--- src/rtl/mem_port_arbiter.sv ---
// Shares one single-port BRAM between the CPU load/store path and the VGA fetcher (fetcher has priority).
// Latency: grant is combinational (0 cycles); rvalid/rdata appear in the cycle after the read grant.
// Backpressure: a losing CPU is stalled; a starvation counter forces a CPU win after STARVE_MAX losses.
module mem_port_arbiter #(
    parameter int ADDR_W     = 14,
    parameter int DATA_W     = 32,
    parameter int STARVE_MAX = 4
) (
    input  logic              clk,
    input  logic              reset,
    input  logic              cpu_req,
    input  logic              cpu_we,
    input  logic [ADDR_W-1:0] cpu_addr,
    input  logic [DATA_W-1:0] cpu_wdata,
    output logic              cpu_gnt,
    output logic              cpu_stall,
    output logic              cpu_rvalid,
    output logic [DATA_W-1:0] cpu_rdata,
    input  logic              vga_req,
    input  logic [ADDR_W-1:0] vga_addr,
    output logic              vga_gnt,
    output logic              vga_rvalid,
    output logic [DATA_W-1:0] vga_rdata,
    output logic              mem_en,
    output logic              mem_we,
    output logic [ADDR_W-1:0] mem_addr,
    output logic [DATA_W-1:0] mem_wdata,
    input  logic [DATA_W-1:0] mem_rdata
);

    typedef enum logic [1:0] {
        OWN_NONE = 2'd0,
        OWN_CPU  = 2'd1,
        OWN_VGA  = 2'd2
    } owner_t;

    localparam logic [3:0] STARVE_LIM = 4'(STARVE_MAX);

    owner_t            rd_owner;
    logic [3:0]        starve_cnt;
    logic [DATA_W-1:0] cpu_rdata_q;
    logic [DATA_W-1:0] vga_rdata_q;

    always_comb begin
        cpu_gnt = 1'b0;
        vga_gnt = 1'b0;
        if (!reset) begin
            if (cpu_req && vga_req) begin
                if (starve_cnt >= STARVE_LIM) cpu_gnt = 1'b1;
                else                          vga_gnt = 1'b1;
            end else begin
                cpu_gnt = cpu_req;
                vga_gnt = vga_req;
            end
        end
    end

    always_comb begin
        mem_en    = cpu_gnt | vga_gnt;
        mem_we    = cpu_gnt & cpu_we;
        mem_addr  = '0;
        mem_wdata = '0;
        if (cpu_gnt)      mem_addr = cpu_addr;
        else if (vga_gnt) mem_addr = vga_addr;
        if (mem_en)       mem_wdata = cpu_wdata;
    end

    assign cpu_stall  = ~reset & cpu_req & ~cpu_gnt;

    // Returns are gated by reset so a read in flight at reset is discarded.
    assign cpu_rvalid = ~reset & (rd_owner == OWN_CPU);
    assign vga_rvalid = ~reset & (rd_owner == OWN_VGA);
    assign cpu_rdata  = reset ? '0 : (cpu_rvalid ? mem_rdata : cpu_rdata_q);
    assign vga_rdata  = reset ? '0 : (vga_rvalid ? mem_rdata : vga_rdata_q);

    always_ff @(posedge clk) begin
        if (reset) begin
            starve_cnt  <= 4'd0;
            rd_owner    <= OWN_NONE;
            cpu_rdata_q <= '0;
            vga_rdata_q <= '0;
        end else begin
            if (cpu_req && !cpu_gnt)
                starve_cnt <= (starve_cnt >= STARVE_LIM) ? STARVE_LIM : starve_cnt + 4'd1;
            else
                starve_cnt <= 4'd0;

            if (cpu_gnt && !cpu_we) rd_owner <= OWN_CPU;
            else if (vga_gnt)       rd_owner <= OWN_VGA;
            else                    rd_owner <= OWN_NONE;

            if (cpu_rvalid) cpu_rdata_q <= mem_rdata;
            if (vga_rvalid) vga_rdata_q <= mem_rdata;
        end
    end

endmodule
--- config.mk ---
export PLATFORM = sky130hd
export DESIGN_NAME = mem_port_arbiter
export DESIGN_NICKNAME = d
export VERILOG_FILES = /design/src/rtl/mem_port_arbiter.sv
export SDC_FILE = /design/constraint.sdc
export NUM_CORES = 1
export LEC_CHECK = 0
export CAP_MARGIN = 20
export CORE_AREA = 4 4 94 96
export DETAILED_ROUTE_END_ITERATION = 8
export DIE_AREA = 0 0 98 100
export PLACE_DENSITY_LB_ADDON = 0.08
export SLEW_MARGIN = 10
export SYNTH_ARGS = -nofsm -noshare
export SYNTH_HDL_FRONTEND = slang
export SYNTH_SLANG_ARGS = --single-unit
--- constraint.sdc ---
create_clock -name clk -period 3.3 [get_ports clk]
set_input_delay 0.33 -clock clk [delete_from_list [all_inputs] [get_ports clk]]
set_output_delay 0.33 -clock clk [all_outputs]
set_load 0.02 [all_outputs]
### Word-level counts from Yosys, hierarchy flattened

Cells that the tools add are included.

* add/sub/neg operators: 1
* bitwise operators: 9
* $lt $le $gt $ge: 1
* muxes and demuxes: 16
* reduce and logical (&&, ||, !) cells: 8
* equality and inequality tests: 2

Operators by type and width (number)
* 32-bit 2-to-1 mux: 5
* 14-bit 2-to-1 mux: 2
* 1-bit 2-to-1 mux: 7
* 1-bit bitwise AND: 5
* 4-bit by 1-bit adder with 4-bit output, second input constant: 1
* 4-bit by 3-bit >= comparator with 1-bit output, second input constant: 1
* 2-bit OR reduction: 2
* 1-bit logical AND: 3
* 3-bit 2-to-1 mux: 1
* 1-bit NOT: 3
* 3-bit OR reduction: 1
* 2-bit by 1-bit equality test with 1-bit output, second input constant: 1
* 2-bit equality test, second input constant: 1
* 1-bit logical NOT: 2
* 2-bit 2-to-1 mux: 1
* 1-bit OR: 1

* bits of input ports: 97
* output and inout port bits: 117
* register bits after elaboration: 70

### Longest topological paths before layout

* word-level depth: 8
* depth in mapped cells: 5

### Worst setup path before layout

No wires, ideal clock.

* path kind: input to output
* start: input port reset
* end: output port mem_wdata[22]
* setup slack: 1645 ps
* cell stages on the path: 4
* arrival: 1325 ps
* path buffers: 2
* cell sequence: buf_2 > nor2_1 > clkbuf_1 > and2_1

* word-level cells in the longest chain between the ends: 3

Ends and longest elaborated chain
* start: declaration: line 10 `input logic reset,`
* 1-bit 2-to-1 mux: line 47 `if (!reset) begin`
* 1-bit OR (*): line 59 `mem_en = cpu_gnt | vga_gnt;`
* named net mem_en: line 24 `output logic mem_en,`
* 32-bit 2-to-1 mux (*): line 65 `if (mem_en) mem_wdata = cpu_wdata;`
* end: declaration: line 27 `output logic [DATA_W-1:0] mem_wdata,`

The timed path passes the listed nets; every way through them passes the cells marked *.

### Worst setup path in the final report

* start: input port vga_req
* end: output port mem_addr[1]

* word-level cells in the longest chain between the ends: 5

Ends and longest elaborated chain
* start: declaration: line 19 `input logic vga_req,`
* 1-bit logical AND: line 48 `if (cpu_req && vga_req) begin`
* 1-bit 2-to-1 mux: line 48
* 1-bit 2-to-1 mux: line 47
* 14-bit 2-to-1 mux: line 64 `else if (vga_gnt) mem_addr = vga_addr;`
* 14-bit 2-to-1 mux (*): line 63 `if (cpu_gnt) mem_addr = cpu_addr;`
* end: declaration: line 26 `output logic [ADDR_W-1:0] mem_addr,`

Every way passes the cells marked *; elsewhere a longest branch is shown, timed or not.

==> key figures <==
Timing
  – Final Hold Violating Endpoints: 0
  – Min cycle time layout: 2.68 ns
  – Total negative setup slack: 0 ns
  – Setup violations, final: 0
  – Worst rel slew slack: 0.591
  – Highest attainable clock frequency: 373 MHz
  – Number of max-slew violations in the final report: 0
  – Setup repair after global routing missed its margin: false
  – Period utilization: 0.812
  – Transition time at the pin with the least slew margin: 0.612 ns
  – Post-route clock skew: 0.0128 ns

Setup path
  – Kind of cell adding the most delay to the critical path: buffers and inverters
  – CP cell instances: clkdlybuf4s50_1 -> nor3b_2 -> nor2_2 -> a22o_1 -> clkdlybuf4s50_1
  – Master of the slowest instance on the critical path: sky130_fd_sc_hd__clkdlybuf4s50_1
  – Delay of the slowest cell on the worst path: 0.62 ns
  – Required time at the endpoint of the critical path: 2.97 ns
  – Type of the worst setup path: primary input to output pin
  – Critical Path Most Common Cell: sky130_fd_sc_hd__clkdlybuf4s50_1
  – Arrival time at the worst endpoint: 2.35 ns
  – Slack of the worst reg-to-reg path: 2.14 ns
  – CP Capture Type: output pin
  – Kind of start point of the critical path: primary input
  – Maximum fanout count along the critical path: 16
  – Buffers & Inverters on Critical Path: 2

Outcome
  – Outcome: completed

Power and ir drop
  – Power per unit of standard cell area: 413 mW/mm^2
  – Largest voltage drop on the vdd net: 0.000202 V
  – Pleak: 1.92 nW
  – Tot Pwr: 2.17 mW

Logic synthesis
  – Mean instance size in the synthesized netlist: 7.78 um^2
  – Multiplexer fraction of the synthesized cell area: 0
  – Adder-cell share of the synthesized area: 0.00446
  – Post-synthesis instance area: 0.00281 mm^2
  – Area fraction of the dominant cell type after synthesis: 0.499
  – Syn. warnings: 0
  – Area share of xor/xnor cells in the synthesized design: 0
  – Synth Register Bits: 70
  – Portion of the post-synthesis area used by sequential elements: 0.499
  – Post-synthesis cell count: 361
  – Yosys top cell by area: sky130_fd_sc_hd__dfxtp_1
  – Commonest cells in the synthesized netlist: sky130_fd_sc_hd__nand2_1 (128), sky130_fd_sc_hd__dfxtp_1 (70), sky130_fd_sc_hd__a21oi_1 (64), sky130_fd_sc_hd__and2_1 (34), sky130_fd_sc_hd__buf_2 (16)
  – Number of nets in the synthesized netlist: 459
  – Simple logic cell fraction of the synthesized area: 0.287
  – Synthesized-area fraction occupied by ao, oa, aoi and oai cells: 0.160
  – Most area-consuming cells after synthesis: sky130_fd_sc_hd__dfxtp_1 (50%), sky130_fd_sc_hd__nand2_1 (17%), sky130_fd_sc_hd__a21oi_1 (11%)
  – Most common flop cell mapped by yosys: sky130_fd_sc_hd__dfxtp_1
  – Number of enable-type register cells in the synthesized netlist: 0
  – Most frequent cell after synthesis: sky130_fd_sc_hd__nand2_1
  – Synth cell types: 20
  – Combinational family with the most area after synthesis: simple AND/OR/NAND/NOR gates
  – Post-synthesis async set-or-reset flop share: 0

Clocking
  – Buffers inserted during post-CTS setup optimization: 0
  – Clock-pin slew on the worst setup and hold paths: 0.06 ns
  – Later-pin clock latency in the skew report: 0.34 ns
  – Sinks on the clock net: 70
  – Buffer depth of the longest clock path: 2
  – Post-CTS resize count: 0
  – TritonCTS Buffers: 9
  – Hold buffer count at CTS: 0
  – H-tree depth: 3
  – Clock Tree Root: sky130_fd_sc_hd__clkbuf_8
  – TritonCTS clock tree: built

Detailed routing
  – Vias per std cell: 4.64
  – Wirelength, routed: 10.2 mm
  – Via count: 3139
  – Post-route ant nets: 0
  – Average wire length per cell after detail routing: 15.2 um
  – Remaining routing DRC violations: 0
  – 1st-pass router iterations: 4
  – DRT iter0 DRCs: 93

Finish
  – Core occupancy in the finished layout: 0.654
  – Area growth from synthesis to layout: 87.5%
  – Antenna Cells: 0
  – Fraction of final layout cells sized beyond drive strength 1: 0.0543
  – Final nets: 664

Floorplanning
  – Die Y-Extent: 100 um
  – Number of rows in the core area: 33
  – Initial Util: 0.349
  – Area of the die: 0.00980 mm^2
  – Number of top-level pins: 214
  – Width of the die: 98 um
  – Std-Cell Core Area: 0.00805 mm^2

Flow run
  – Max-cap violations: 0

Placed design
  – RePlAce Congestion: 0.838
  – DP HPWL: 8.06 mm
  – Count of buffers from port buffering: 213

Global routing
  – Global-route wire length before repair: 15.8 mm
  – Antenna violations before repair: 0
  – Overall global routing resource usage: 0.201
  – Via count of the first global-routing pass: 3134
  – Maximum number of pins on one net before global-route repair: 38
  – Global-route congestion overflow total: 0

Min path
  – Hold crit path type: primary input to register
[final timing paths]
check                     start              end  depth (start not counted)
setup / recovery        vga_req      mem_addr[1]                          5
hold reg to reg   starve_cnt[0]    starve_cnt[0]                          1
hold / removal            reset      rd_owner[0]                          3
setup reg to reg    rd_owner[1]  vga_rdata_q[22]                          4
[where the power goes]
part,switching [mW],internal (mW),total [mW]
registers,0.00841,0.874,0.882
clock network,0.310,0.524,0.835
logic,0.211,0.246,0.457
total,0.530,1.64,2.17
[tightest hold or removal path, delay by kind of cell]
kind                   cells  cell delay (ns)
buffers and inverters      1             0.11
and+or+nand+nor            2             0.19
[per-stage QoR]
stage	std cells	hold WS [ns]	setup slack [ns]	cell area, um^2
finish	676	0.355	0.620	5270
CTS	676	0.349	0.607	5270
global route	676	0.378	0.497	5270
detailed placement	660	0.412	0.623	5020
floorplan	361	0.398	1.65	2810
global placement	660	0.415	0.718	5020
[kinds of logic after synthesis]
kind of cell,after synthesis
fa+ha+maj,1
other cells,1
buf+inv,30
compound gates,79
simple gates,180
flops,70
[area by class of cell]
class,count,area (um^2)
clock buffers,11,141
well taps,105,131
multi-input cells,261,1270
fillers,722,2790
clock inverters,5,106
flip-flops and latches,70,1400
repair buffers,224,2210
[state kept, by name (all words and copies together), names as in the netlist]
name	cells
vga_rdata_q	32
starve_cnt	4
cpu_rdata_q	32
rd_owner	2
[layout by cell type, fill, tap and decap left out, drive strengths merged, types with 2 or more instances in the layout]
cell / synthesis / layout
nor2b: 4 / 4
bufinv: 0 / 3
dfxtp: 70 / 70
a21oi: 64 / 64
and3b: 2 / 2
nand2: 128 / 128
a22o: 14 / 14
clkdlybuf4s50: 0 / 212
clkbuf: 12 / 11
nand2b: 3 / 3
buf: 18 / 12
and2: 34 / 34
and3: 2 / 2
nor2: 5 / 5
[per-layer routing]
| layer | share of wire | global-route usage | vias up |
|---|---|---|---|
| met5 | 0 | 0 | - |
| met4 | 0.017 | 0.0586 | 0 |
| met3 | 0.10 | 0.0869 | 13 |
| met2 | 0.51 | 0.366 | 136 |
| met1 | 0.37 | 0.209 | 1422 |
| li1 | - | - | 1568 |
(Power assumes the default switching activity.)
